File: src/rtl/sys_ctrl_pkg.sv
// Shared definitions for the command-frame controller: opcodes, FSM states
// and the fixed register addresses used for ALU operands.
package sys_ctrl_pkg;

  localparam logic [7:0] OP_WR       = 8'hAA;
  localparam logic [7:0] OP_RD       = 8'hBB;
  localparam logic [7:0] OP_ALU      = 8'hCC;
  localparam logic [7:0] OP_ALU_NOP  = 8'hDD;
  localparam logic [7:0] OP_BURST_RD = 8'hEE;

  localparam int unsigned REG0 = 0;
  localparam int unsigned REG1 = 1;

  typedef enum logic [3:0] {
    ST_IDLE,
    ST_WR_ADDR,
    ST_WR_DATA,
    ST_RD_ADDR,
    ST_ALU_A,
    ST_ALU_B,
    ST_ALU_F,
    ST_BR_ADDR,
    ST_BR_CNT,
    ST_RD_REQ,
    ST_RD_WAIT,
    ST_TX_PUSH,
    ST_ALU_RUN,
    ST_ALU_WAIT,
    ST_ALU_PUSH
  } state_t;

  // States that are still gathering frame bytes from the RX side; only these
  // are subject to the inter-byte timeout.
  function automatic logic isCollecting(input state_t s);
    return (s == ST_WR_ADDR) || (s == ST_WR_DATA) || (s == ST_RD_ADDR) ||
           (s == ST_ALU_A)   || (s == ST_ALU_B)   || (s == ST_ALU_F)   ||
           (s == ST_BR_ADDR) || (s == ST_BR_CNT);
  endfunction

endpackage

File: src/rtl/ctrl_timeout_cnt.sv
// Inter-byte timer. Counts cycles while enabled, restarts on every received
// byte, and saturates at TIMEOUT so the expiry flag stays up until cleared.
module ctrl_timeout_cnt #(
  parameter int TIMEOUT = 255
) (
  input  logic clk,
  input  logic rst,
  input  logic clr_i,
  input  logic en_i,
  output logic expired_o
);

  localparam int CW = (TIMEOUT > 1) ? $clog2(TIMEOUT + 1) : 1;

  logic [CW-1:0] cnt_q;

  // Count idle cycles inside a frame; leaving the frame or a new byte restarts it.
  always_ff @(posedge clk or posedge rst) begin
    if (rst) begin
      cnt_q <= '0;
    end else if (clr_i || !en_i) begin
      cnt_q <= '0;
    end else if (cnt_q != CW'(TIMEOUT)) begin
      cnt_q <= cnt_q + CW'(1);
    end
  end

  assign expired_o = en_i && (cnt_q == CW'(TIMEOUT));

endmodule

File: src/rtl/sys_ctrl_burst.sv
// Command-frame controller: parses RX command frames, drives register-file
// reads/writes and the gated ALU, and streams responses into the TX FIFO.
// Supports burst register reads, multi-byte ALU results, an inter-byte
// timeout and frame-error reporting. All outputs come straight from flops.
module sys_ctrl_burst
  import sys_ctrl_pkg::*;
#(
  parameter int WIDTH     = 8,
  parameter int ADDR_W    = 4,
  parameter int FUN_W     = 4,
  parameter int RES_BYTES = 2,
  parameter int TIMEOUT   = 255
) (
  input  logic                       CLK,
  input  logic                       RST,
  input  logic [WIDTH-1:0]           RX_P_DATA,
  input  logic                       RX_D_VLD,
  input  logic [WIDTH-1:0]           RD_DATA,
  input  logic                       RD_DATA_VALID,
  input  logic [RES_BYTES*WIDTH-1:0] ALU_OUT,
  input  logic                       ALU_OUT_VALID,
  input  logic                       FIFO_FULL,
  output logic [ADDR_W-1:0]          ADDRESS,
  output logic                       WR_EN,
  output logic                       RD_EN,
  output logic [WIDTH-1:0]           WR_DATA,
  output logic                       ALU_EN,
  output logic [FUN_W-1:0]           ALU_FUN,
  output logic                       CLK_EN,
  output logic [WIDTH-1:0]           TX_P_DATA,
  output logic                       TX_D_VLD,
  output logic                       FRAME_ERR
);

  localparam int RES_W = RES_BYTES * WIDTH;
  localparam int IDX_W = (RES_BYTES > 1) ? $clog2(RES_BYTES) : 1;

  state_t            state_q,     state_d;
  logic [ADDR_W-1:0] addr_q,      addr_d;
  logic [WIDTH-1:0]  cnt_q,       cnt_d;
  logic [RES_W-1:0]  result_q,    result_d;
  logic [IDX_W-1:0]  idx_q,       idx_d;
  logic [WIDTH-1:0]  byte_q,      byte_d;

  logic [ADDR_W-1:0] address_q,   address_d;
  logic              wr_en_q,     wr_en_d;
  logic              rd_en_q,     rd_en_d;
  logic [WIDTH-1:0]  wr_data_q,   wr_data_d;
  logic              alu_en_q,    alu_en_d;
  logic [FUN_W-1:0]  alu_fun_q,   alu_fun_d;
  logic              clk_en_q,    clk_en_d;
  logic [WIDTH-1:0]  tx_data_q,   tx_data_d;
  logic              tx_vld_q,    tx_vld_d;
  logic              frame_err_q, frame_err_d;

  logic collecting;
  logic toExpired;

  assign collecting = isCollecting(state_q);

  ctrl_timeout_cnt #(
    .TIMEOUT (TIMEOUT)
  ) u_timeout (
    .clk       (CLK),
    .rst       (RST),
    .clr_i     (RX_D_VLD),
    .en_i      (collecting),
    .expired_o (toExpired)
  );

  // Next-state and next-output logic for the whole frame FSM. Strobes
  // default low every cycle; held outputs keep their value unless updated.
  always_comb begin
    state_d     = state_q;
    addr_d      = addr_q;
    cnt_d       = cnt_q;
    result_d    = result_q;
    idx_d       = idx_q;
    byte_d      = byte_q;
    address_d   = address_q;
    wr_data_d   = wr_data_q;
    alu_fun_d   = alu_fun_q;
    clk_en_d    = clk_en_q;
    tx_data_d   = tx_data_q;
    wr_en_d     = 1'b0;
    rd_en_d     = 1'b0;
    alu_en_d    = 1'b0;
    tx_vld_d    = 1'b0;
    frame_err_d = 1'b0;

    case (state_q)
      ST_IDLE: begin
        if (RX_D_VLD) begin
          if (RX_P_DATA == WIDTH'(OP_WR)) begin
            state_d = ST_WR_ADDR;
          end else if (RX_P_DATA == WIDTH'(OP_RD)) begin
            state_d = ST_RD_ADDR;
          end else if (RX_P_DATA == WIDTH'(OP_ALU)) begin
            state_d = ST_ALU_A;
          end else if (RX_P_DATA == WIDTH'(OP_ALU_NOP)) begin
            state_d = ST_ALU_F;
          end else if (RX_P_DATA == WIDTH'(OP_BURST_RD)) begin
            state_d = ST_BR_ADDR;
          end else begin
            frame_err_d = 1'b1;
          end
        end
      end

      ST_WR_ADDR: begin
        if (RX_D_VLD) begin
          addr_d  = RX_P_DATA[ADDR_W-1:0];
          state_d = ST_WR_DATA;
        end
      end

      ST_WR_DATA: begin
        if (RX_D_VLD) begin
          address_d = addr_q;
          wr_data_d = RX_P_DATA;
          wr_en_d   = 1'b1;
          state_d   = ST_IDLE;
        end
      end

      ST_RD_ADDR: begin
        if (RX_D_VLD) begin
          addr_d  = RX_P_DATA[ADDR_W-1:0];
          cnt_d   = WIDTH'(1);
          state_d = ST_RD_REQ;
        end
      end

      ST_ALU_A: begin
        if (RX_D_VLD) begin
          address_d = ADDR_W'(REG0);
          wr_data_d = RX_P_DATA;
          wr_en_d   = 1'b1;
          state_d   = ST_ALU_B;
        end
      end

      ST_ALU_B: begin
        if (RX_D_VLD) begin
          address_d = ADDR_W'(REG1);
          wr_data_d = RX_P_DATA;
          wr_en_d   = 1'b1;
          state_d   = ST_ALU_F;
        end
      end

      ST_ALU_F: begin
        if (RX_D_VLD) begin
          alu_fun_d = RX_P_DATA[FUN_W-1:0];
          clk_en_d  = 1'b1;
          state_d   = ST_ALU_RUN;
        end
      end

      ST_BR_ADDR: begin
        if (RX_D_VLD) begin
          addr_d  = RX_P_DATA[ADDR_W-1:0];
          state_d = ST_BR_CNT;
        end
      end

      ST_BR_CNT: begin
        if (RX_D_VLD) begin
          if (RX_P_DATA == '0) begin
            state_d = ST_IDLE;
          end else begin
            cnt_d   = RX_P_DATA;
            state_d = ST_RD_REQ;
          end
        end
      end

      ST_RD_REQ: begin
        address_d = addr_q;
        rd_en_d   = 1'b1;
        state_d   = ST_RD_WAIT;
      end

      ST_RD_WAIT: begin
        if (RD_DATA_VALID) begin
          byte_d  = RD_DATA;
          state_d = ST_TX_PUSH;
        end
      end

      ST_TX_PUSH: begin
        if (!FIFO_FULL) begin
          tx_data_d = byte_q;
          tx_vld_d  = 1'b1;
          if (cnt_q == WIDTH'(1)) begin
            state_d = ST_IDLE;
          end else begin
            cnt_d   = cnt_q - WIDTH'(1);
            addr_d  = addr_q + ADDR_W'(1);
            state_d = ST_RD_REQ;
          end
        end
      end

      ST_ALU_RUN: begin
        alu_en_d = 1'b1;
        state_d  = ST_ALU_WAIT;
      end

      ST_ALU_WAIT: begin
        if (ALU_OUT_VALID) begin
          result_d = ALU_OUT;
          idx_d    = '0;
          clk_en_d = 1'b0;
          state_d  = ST_ALU_PUSH;
        end
      end

      ST_ALU_PUSH: begin
        if (!FIFO_FULL) begin
          tx_data_d = result_q[WIDTH-1:0];
          tx_vld_d  = 1'b1;
          result_d  = result_q >> WIDTH;
          if (idx_q == IDX_W'(RES_BYTES - 1)) begin
            state_d = ST_IDLE;
          end else begin
            idx_d = idx_q + IDX_W'(1);
          end
        end
      end

      default: begin
        state_d = ST_IDLE;
      end
    endcase

    // A stalled frame is abandoned; a byte arriving in the same cycle wins.
    if (collecting && !RX_D_VLD && toExpired) begin
      state_d     = ST_IDLE;
      frame_err_d = 1'b1;
    end
  end

  // State, datapath and output registers; reset abandons any frame or burst.
  always_ff @(posedge CLK or posedge RST) begin
    if (RST) begin
      state_q     <= ST_IDLE;
      addr_q      <= '0;
      cnt_q       <= '0;
      result_q    <= '0;
      idx_q       <= '0;
      byte_q      <= '0;
      address_q   <= '0;
      wr_en_q     <= 1'b0;
      rd_en_q     <= 1'b0;
      wr_data_q   <= '0;
      alu_en_q    <= 1'b0;
      alu_fun_q   <= '0;
      clk_en_q    <= 1'b0;
      tx_data_q   <= '0;
      tx_vld_q    <= 1'b0;
      frame_err_q <= 1'b0;
    end else begin
      state_q     <= state_d;
      addr_q      <= addr_d;
      cnt_q       <= cnt_d;
      result_q    <= result_d;
      idx_q       <= idx_d;
      byte_q      <= byte_d;
      address_q   <= address_d;
      wr_en_q     <= wr_en_d;
      rd_en_q     <= rd_en_d;
      wr_data_q   <= wr_data_d;
      alu_en_q    <= alu_en_d;
      alu_fun_q   <= alu_fun_d;
      clk_en_q    <= clk_en_d;
      tx_data_q   <= tx_data_d;
      tx_vld_q    <= tx_vld_d;
      frame_err_q <= frame_err_d;
    end
  end

  assign ADDRESS   = address_q;
  assign WR_EN     = wr_en_q;
  assign RD_EN     = rd_en_q;
  assign WR_DATA   = wr_data_q;
  assign ALU_EN    = alu_en_q;
  assign ALU_FUN   = alu_fun_q;
  assign CLK_EN    = clk_en_q;
  assign TX_P_DATA = tx_data_q;
  assign TX_D_VLD  = tx_vld_q;
  assign FRAME_ERR = frame_err_q;

endmodule

File: config.mk
export PLATFORM = sky130hd
export DESIGN_NAME = sys_ctrl_burst
export DESIGN_NICKNAME = d
export VERILOG_FILES = /design/src/rtl/sys_ctrl_pkg.sv /design/src/rtl/ctrl_timeout_cnt.sv /design/src/rtl/sys_ctrl_burst.sv
export SDC_FILE = /design/constraint.sdc
export NUM_CORES = 1
export LEC_CHECK = 0
export CORE_MARGIN = 3
export CORE_UTILIZATION = 48
export CTS_CLUSTER_SIZE = 16
export DETAILED_ROUTE_END_ITERATION = 10
export PLACE_DENSITY_LB_ADDON = 0.1
export SLEW_MARGIN = 20
export SYNTH_ARGS = -nofsm -noshare
export SYNTH_HDL_FRONTEND = slang
export SYNTH_HIERARCHICAL = 1
export SYNTH_SLANG_ARGS = --single-unit
export TNS_END_PERCENT = 1
File: constraint.sdc
create_clock -name CLK -period 2.7 [get_ports CLK]
set_input_delay 0.81 -clock CLK [delete_from_list [all_inputs] [get_ports CLK]]
set_output_delay 0.81 -clock CLK [all_outputs]
set_load 0.05 [all_outputs]
==> impl_metrics.csv, run 1 <==
group,metric,value,unit
run_status,status,"complete, no violations",
sta,period_share,92.0,%
global_route,grtUsageMet2,31.1,%
sta,setup_viol,0,
power_and_ir_drop,seqPwrFrac,34.0,%
min_path,min_path_type,"flip-flop to flip-flop",
setup_path,critical_path_buf_inv_count,2,
clock_tree,path_clk_slew,80,ps
power_and_ir_drop,ir_drop,0.817,mV
job,drv_cap,0,
clock_tree,cts_buffer_depth,2,
setup_path,worstPathArrival,2720,ps
global_route,grt_use_met3,4.36,%
clock_tree,post-cts-setup-buffers,0,
place,place_ws,-118,ps
drt,wl,9.46,mm
sta,max_slew_margin,58.9,%
global_route,grt_first_pass_wirelength,16.0,mm
global_route,grtUsageMet1,29.4,%
synth,ys_warn_count,6,
setup_path,cp-end-kind,"flip-flop",
setup_path,worstPathRequired,2940,ps
clock_tree,cts_tree,"built",
global_route,grt_overflow,0,
drt,wire_per_inst,16.1,microns
synth,avgSynthCellArea,10.3,sq um
floorplanning,dieArea,0.00955,sq mm
layout,multiInputGateArea,0.00193,sq mm
sta,rsz0062_at_grt,"false",
sta,skew,6.39,ps
synth,syn_nets,433,
drt,vias,3273,
synth,synth_edf_count,0,
setup_path,slowest_stage,"clkdlybuf4s50_1",
setup_path,path_cells,"clkdlybuf4s50_1, nor4bb_1, a31oi_1, o21ai_0, buf_4, a21oi_4, mux2_1",
synth,synthArstFlopShare,100,%
setup_path,crit_type,"primary input to flip-flop",
floorplanning,die_w,97.7,microns
layout,register_area,0.00198,sq mm
layout,nets,524,
power_and_ir_drop,p_sw_share,43.7,%
floorplanning,fp.dieH,97.7,microns
sta,tightest_slew,617,ps
clock_tree,root_buffer,"clkbuf_8",
floorplanning,ios,68,
place,dp_hpwl,6.96,mm
global_route,grt_max_degree,57,
global_route,busiest_layer,"met2",
place,gp_congestion,0.877,
power_and_ir_drop,clockPowerShare,15.2,%
synth,yosysUniqueCellTypes,67,
clock_tree,clock_sinks,79,
power_and_ir_drop,total_power,5890,uW
layout,diodes,0,
power_and_ir_drop,p_per_area,1130,mW/mm^2
synth,yosysSeqAreaShare,48.9,%
setup_path,start_kind,"primary input",
floorplanning,num_rows,32,
sta,slew_violations,0,
sta,min_period,2490,ps
floorplanning,core_region_area,0.00793,sq mm
clock_tree,htreeDepth,3,
synth,syn_area,0.00404,sq mm
global_route,antenna_found_initial,0,
power_and_ir_drop,switchingPower,2570,uW
global_route,grt_pass1_vias,3206,
setup_path,cp_max_fo,7,
power_and_ir_drop,p_leak,0.00233,uW
sta,fmax,402,MHz
drt,via_per_inst,5.56,
synth,ys_ff_latch,79,
synth,synth_top_flop_cell,"dfrtp_1",
global_route,grt_usage,20.6,%
drt,drc,0,
clock_tree,clk-insertion-delay-late,350,ps
sta,hold_violations,0,
clock_tree,cts_resized,0,
power_and_ir_drop,pwr-share-comb,50.8,%
clock_tree,cts_hold_buf,0,
synth,synth_cells,391,
floorplanning,start_util,50.9,%
drt,drt-initial-drc-count,261,
power_and_ir_drop,internal_power,3320,uW
sta,setup_ws,215,ps
place,io_buffers,67,
setup_path,slowest_delay,610,ps
layout,drive_gt1_share,17.2,%
layout,fill_cells,634,
drt,ant_nets,0,
clock_tree,cts_buffers,9,
drt,dr.pass1.iters,4,
setup_path,critPathTopFamily,"buffers and inverters",
layout,area_growth,28.5,%
per-stage QoR:
stage	TNS (ps)	std cells	instance area, sq um	hold WS (ps)	util [%]
floorplan	0	391	4040	465	-
global placement	-47.0	573	4990	462	62.9
detailed placement	-269	573	4990	471	62.9
CTS	0	589	5190	491	65.5
global route	0	589	5190	512	65.5
finish	0	589	5190	482	65.5
registers in the layout (all words and copies together), names as in the netlist:
| register | cells |
|---|---|
| result_q | 16 |
| TX_P_DATA | 8 |
| WR_DATA | 8 |
| byte_q | 8 |
| cnt_q | 8 |
| u_timeout/cnt_q | 8 |
| ADDRESS | 4 |
| ALU_FUN | 4 |
| addr_q | 4 |
| state_q | 4 |
| ALU_EN | 1 |
| CLK_EN | 1 |
| FRAME_ERR | 1 |
| RD_EN | 1 |
| TX_D_VLD | 1 |
| WR_EN | 1 |
| idx_q | 1 |
per-layer routing:
layer | wire length, microns | vias to the layer above
met2 | 4360 | 86
met4 | 175 | 0
li1 | - | 1612
met5 | 0 | -
met1 | 4360 | 1560
met3 | 570 | 15
final cells by class:
type | count | area share (%)
Multi-Input combinational cell | 284 | 37.2
Tap cell | 102 | 2.46
Clock inverter | 7 | 1.52
Sequential cell | 79 | 38.1
Timing Repair Buffer | 98 | 17.6
Clock buffer | 9 | 2.39
Inverter | 10 | 0.723
tightest hold or removal path: cells and delay by family, from the launching register on:
kind | cells | cell delay, ps
flip-flops | 1 | 350
AO/OA/AOI/OAI | 1 | 60
AND/OR/NAND/NOR | 1 | 50
power by group through the flow:
stage / Sequential (uW) / Clock, uW / Combinational (uW)
5_1_grt: 2070 / 976 / 3260
3_5_place_dp: 2030 / 0 / 2990
2_1_floorplan: 2650 / 0 / 1420
4_1_cts: 2010 / 929 / 3010
3_3_place_gp: 2000 / 0 / 2960
6_report: 2000 / 894 / 2990
cell usage in the layout (no fill, tap or decap), drive strengths merged, types with 3 or more instances in the layout:
cell type and instances:
nor4 5, nor3b 6, a21oi 29, nand2 23
nand4 3, clkbuf 9, nor4bb 3, clkinv 4
mux2 21, nand2b 8, or3 3, buf 31
a22o 8, nor2b 7, dfrtp 79, and3 3
a22oi 4, inv 12, ha 4, a31oi 6
o21ai 29, nor2 43, nor3 11, nand3 9
clkdlybuf4s50 67, a211oi 4, mux2i 19
final timing paths:
kind	startpoint	end	slack, ps	depth (start not counted)
min in group asynchronous	RST	u_timeout/cnt_q[2]	810	2
max in group asynchronous	RST	cnt_q[3]	1530	3
hold / removal	ADDRESS[2]	ADDRESS[2]	480	2
setup reg to reg	state_q[3]	state_q[0]	230	8
setup / recovery	RX_P_DATA[1]	state_q[0]	210	7
hold reg to reg	ADDRESS[2]	ADDRESS[2]	480	2
cell families (layout without fill, tap and decap cells):
logic type / after synthesis / in the layout / synth area share (%)
AOI/OAI and AO/OA: 101 / 101 / 16.7
xor gates and xnor gates: 2 / 2 / 0.434
DFF: 79 / 79 / 48.9
buffers and inverters: 28 / 124 / 3.28
adders and majority gates: 4 / 4 / 1.24
and+or+nand+nor: 137 / 137 / 18.8
muxes: 40 / 40 / 10.6
cells in the mapped netlist (all sizes together) (3+ instances only):
cell type  count  area, sq um
a211oi         4         40.0
a21oi         29          156
a22o           8         70.1
a22oi          4         30.0
a31oi          6         37.5
and3           3         23.8
buf           13         76.3
clkbuf         5         18.8
dfrtp         79         1980
ha             4         50.1
inv           10         37.5
mux2          21          236
mux2i         19          190
nand2         23         88.8
nand2b         8         50.1
nand3          9         45.0
nand4          3         18.8
nor2          43          161
nor2b          7         43.8
nor3          11         65.1
nor3b          6         45.0
nor4           5         37.5
nor4bb         3         30.0
o21ai         29          149
or3            3         23.8
No activity file was read; power rests on OpenSTA's default activity.
==> inputs of run 2 (changes only) <==
--- a/config.mk
+++ b/config.mk
@@ -6,7 +6,7 @@
 export NUM_CORES = 1
 export LEC_CHECK = 0
 export CORE_MARGIN = 3
-export CORE_UTILIZATION = 48
+export CORE_UTILIZATION = 53
 export CTS_CLUSTER_SIZE = 16
 export DETAILED_ROUTE_END_ITERATION = 10
 export PLACE_DENSITY_LB_ADDON = 0.1
==> constraint.sdc (replaced) <==
create_clock -name CLK -period 2.5 [get_ports CLK]
set_input_delay 0.75 -clock CLK [delete_from_list [all_inputs] [get_ports CLK]]
set_output_delay 0.75 -clock CLK [all_outputs]
set_load 0.05 [all_outputs]
==> impl_metrics.csv, run 2 (same netlist as run 1, synthesis figures left out) <==
group,metric,value,unit
run_status,status,"complete, no violations",
place,gp_congestion,0.894,
setup_path,worstPathRequired,2770,ps
global_route,grt_overflow,0,
setup_path,worstPathArrival,2710,ps
sta,period_share,97.9,%
floorplanning,core_region_area,0.00733,sq mm
drt,via_per_inst,5.74,
layout,stdcell_area,0.00535,sq mm
drt,wire_per_inst,16.0,microns
clock_tree,cts_buffer_depth,2,
setup_path,crit_type,"flip-flop to flip-flop",
min_path,hold_end,"ADDRESS[2]",
setup_path,cp-end-kind,"flip-flop",
drt,drt-initial-drc-count,245,
global_route,grt_pass1_vias,3359,
layout,largest_reg_flops,16,
setup_path,r2r-start,"state_q[2]",
global_route,grt_usage,23.2,%
clock_tree,root_buffer,"clkbuf_8",
layout,top_register,"result_q",
layout,final_cell_mix,"dfrtp_1, clkdlybuf4s50_1, nor2_1, buf_4, a21oi_1",
drt,vias,3445,
sta,setup_viol,0,
sta,tightest_slew,518,ps
global_route,grt_first_pass_wirelength,16.2,mm
sta,slew_violations,0,
setup_path,reg2reg_slack,50,ps
place,dp_hpwl,6.91,mm
layout,layoutNonFillerInstCount,600,
min_path,hold_depth,2,
floorplanning,fp.dieH,93.3,microns
place,io_buffers,67,
drt,drc,0,
place,dpl_cell_area,0.00508,sq mm
setup_path,regToRegEndpoint,"state_q[1]",
layout,layout_commonest_cell,"dfrtp_1",
clock_tree,cts_buffers,9,
drt,wl,9.58,mm
global_route,antenna_found_initial,0,
job,drv_cap,0,
floorplanning,num_rows,31,
sta,hold_violations,0,
floorplanning,start_util,55.1,%
drt,ant_nets,0,
sta,skew,10.2,ps
clock_tree,cts_tree,"built",
power_and_ir_drop,ir_drop,0.854,mV
setup_path,reg2regPathDepth,9,
sta,setup_ws,53.1,ps
floorplanning,dieArea,0.00870,sq mm
place,place_ws,-215,ps
sta,setup_tns,0,ps
layout,area_growth,32.5,%
layout,drive_gt1_share,21.0,%
min_path,min_path_type,"flip-flop to flip-flop",
clock_tree,clock_sinks,79,
drt,dr.pass1.iters,4,
clock_tree,htreeDepth,3,
layout,final_util,73.0,%
sta,min_period,2450,ps
setup_path,start_kind,"flip-flop",
setup_path,cp_max_fo,3,
floorplanning,ios,68,
min_path,min-delay-start,"ADDRESS[2]",
power_and_ir_drop,p_per_area,1230,mW/mm^2
floorplanning,die_w,93.3,microns
layout,nets,538,
global_route,grt_max_degree,72,
clock_tree,path_clk_slew,80,ps
clock_tree,clk-insertion-delay-late,350,ps
layout,diodes,0,
sta,max_slew_margin,65.0,%
place,dp.cells,581,
power_and_ir_drop,p_leak,0.00241,uW
sta,fmax,409,MHz
[run 2: critical path, stage by stage (launching register included)]
cell and delay, ps:
dfrtp_1 390, or4_4 550, nor2b_4 150, and3_4 160
nand2b_4 90, nor2_1 60, o32a_1 340, buf_4 150
or3_4 360, o21ai_2 140
[run 2: area by class of cell]
type	count	area, sq um
Clock buffer	10	128
Clock inverter	6	67.6
Fill cell	518	1980
Inverter	10	41.3
Multi-Input combinational cell	284	1980
Sequential cell	79	1980
Tap cell	99	124
Timing Repair Buffer	112	1030
[run 2: power by group]
part / internal [uW] / switching, uW
clock network: 467 / 485
registers: 1820 / 345
logic: 1460 / 2020
total: 3750 / 2850
[run 2: through the flow]
stage	hold WS, ps	total power (uW)
after CTS	490	6490
final	484	6600
after global placement	463	5420
after detailed placement	471	5520
after global routing	507	7040
after floorplan	465	4390
[run 2: worst max-delay path by stage]
stage / startpoint / end / slack (ps) / cells past startpoint
floorplan: state_q[1] / state_q[0] / 150 / 8
global placement: RD_DATA_VALID / state_q[0] / -150 / 6
detailed placement: RX_P_DATA[1] / state_q[0] / -220 / 7
CTS: state_q[3] / state_q[0] / 30 / 8
global route: state_q[2] / state_q[1] / -20 / 9
finish: state_q[2] / state_q[1] / 50 / 9
[run 2: routing by layer]
layer  vias to the layer above  track usage, %  part of all wire [%]  wire length (microns)
met1                      1692            32.0                    44                   4230
met4                         0            6.59                   1.2                    114
met2                       105            35.9                    48                   4560
li1                       1635               -                     -                      -
met5                         -               0                     0                      0
met3                        13            6.44                   7.0                    672
[run 2: timing repair]
| item | CTS | global route |
|---|---|---|
| hold buffers | 0 | 0 |
| resized for setup | 0 | 11 |
| buffers inserted | 0 | 3 |
| endpoints found under the setup margin | 0 | 2 |
| endpoints found under the hold margin | 0 | 0 |
==> inputs of run 3 (changes only) <==
--- a/config.mk
+++ b/config.mk
@@ -5,6 +5,7 @@
 export SDC_FILE = /design/constraint.sdc
 export NUM_CORES = 1
 export LEC_CHECK = 0
+export CAP_MARGIN = 0
 export CORE_MARGIN = 3
 export CORE_UTILIZATION = 53
 export CTS_CLUSTER_SIZE = 16
==> constraint.sdc (replaced) <==
create_clock -name CLK -period 2.8 [get_ports CLK]
set_input_delay 0.84 -clock CLK [delete_from_list [all_inputs] [get_ports CLK]]
set_output_delay 0.84 -clock CLK [all_outputs]
set_load 0.05 [all_outputs]
==> impl_metrics.csv, run 3 (same netlist as run 1, synthesis figures left out) <==
group,metric,value,unit
layout,final_util,69.5,%
setup_path,worstPathRequired,3030,ps
global_route,grt_pass1_vias,3214,
global_route,grt_usage,22.5,%
clock_tree,cts_buffer_depth,2,
layout,layout_commonest_cell,"dfrtp_1",
sta,slew_violations,0,
job,drv_cap,0,
setup_path,reg2regPathDepth,8,
sta,tightest_slew,627,ps
clock_tree,cts_hold_buf,0,
sta,rsz0062_at_grt,"false",
drt,drt-initial-drc-count,295,
sta,max_slew_margin,58.2,%
place,dpl_cell_area,0.00490,sq mm
sta,fmax,399,MHz
layout,top_register,"result_q",
drt,via_per_inst,5.71,
drt,dr.pass1.iters,4,
floorplanning,start_util,55.1,%
global_route,grt_overflow,0,
global_route,antenna_found_initial,0,
clock_tree,clk-insertion-delay-late,350,ps
clock_tree,cts_tree,"built",
power_and_ir_drop,p_per_area,1100,mW/mm^2
power_and_ir_drop,p_leak,0.00227,uW
floorplanning,dieArea,0.00870,sq mm
drt,vias,3282,
layout,largest_reg_flops,16,
drt,ant_nets,0,
place,io_buffers,67,
sta,period_share,89.5,%
drt,drc,0,
setup_path,reg2reg_slack,320,ps
sta,min_period,2510,ps
clock_tree,htreeDepth,3,
layout,drive_gt1_share,15.3,%
global_route,grt_max_degree,72,
setup_path,start_kind,"primary input",
place,dp.cells,559,
global_route,grt_first_pass_wirelength,15.4,mm
setup_path,worstPathArrival,2740,ps
floorplanning,die_w,93.3,microns
floorplanning,num_rows,31,
power_and_ir_drop,ir_drop,0.718,mV
place,dp_hpwl,6.49,mm
drt,wl,9.17,mm
sta,skew,14.6,ps
floorplanning,fp.dieH,93.3,microns
layout,area_growth,26.2,%
sta,setup_viol,0,
layout,layoutNonFillerInstCount,575,
run_status,status,"complete, no violations",
min_path,min_path_type,"flip-flop to flip-flop",
sta,hold_violations,0,
clock_tree,clock_sinks,79,
layout,stdcell_area,0.00510,sq mm
setup_path,cp_max_fo,8,
floorplanning,core_region_area,0.00733,sq mm
setup_path,crit_type,"primary input to flip-flop",
clock_tree,root_buffer,"clkbuf_8",
clock_tree,post-cts-setup-buffers,0,
setup_path,cp-end-kind,"flip-flop",
clock_tree,cts_resized,0,
clock_tree,path_clk_slew,80,ps
clock_tree,cts_buffers,9,
layout,final_cell_mix,"dfrtp_1, clkdlybuf4s50_1, nor2_1",
drt,wire_per_inst,15.9,microns
floorplanning,ios,68,
sta,setup_tns,0,ps
place,gp_congestion,0.858,
layout,nets,513,
layout,diodes,0,
min_path,hold_depth,2,
==> run 3: cell types whose count changed in the layout (fill, tap and decap cells not counted), sizes merged <==
| cell | change |
|---|---|
| clkinv | +2 |
| clkbuf | -1 |
| buf | -25 |
| clkinvlp | -1 |
==> run 3: worst max-delay path, stage by stage <==
cell,delay (ps)
clkdlybuf4s50_1,650
nor4bb_1,480
a31oi_1,140
o21ai_0,100
buf_4,160
a21oi_4,60
mux2_1,300
==> run 3: final cells by class <==
class,count,area (sq um)
Clock buffer,9,124
Clock inverter,7,72.6
Fill cell,568,2230
Inverter,10,37.5
Multi-Input combinational cell,284,1930
Sequential cell,79,1980
Tap cell,99,124
Timing Repair Buffer,87,833
==> run 3: worst paths after layout <==
check / start / to
max: RX_P_DATA[1] / state_q[0]
max reg2reg: state_q[3] / state_q[0]
max in group asynchronous: RST / WR_EN
min: ADDRESS[1] / ADDRESS[1]
min in group asynchronous: RST / u_timeout/cnt_q[1]
min reg2reg: ADDRESS[1] / ADDRESS[1]
==> run 3: metal layers <==
metal / up-vias / share of wire [%] / track usage, %
met5: - / 0 / 0
met4: 0 / 0.76 / 5.86
met3: 6 / 6.0 / 6.36
met2: 100 / 48 / 34.9
met1: 1585 / 45 / 31.3
li1: 1591 / - / -
==> run 3: where the power goes <==
part / switching (uW) / internal, uW
registers: 301 / 1620
clock network: 436 / 413
logic: 1720 / 1110
==> run 3: per-stage QoR <==
| step | hold WS [ps] | power (uW) | setup slack [ps] |
|---|---|---|---|
| after detailed placement | 469 | 4770 | -61.1 |
| after floorplan | 465 | 3920 | 163 |
| after global placement | 464 | 4710 | 56.9 |
| after global routing | 503 | 5990 | 138 |
| after CTS | 487 | 5640 | 319 |
| final | 480 | 5600 | 293 |
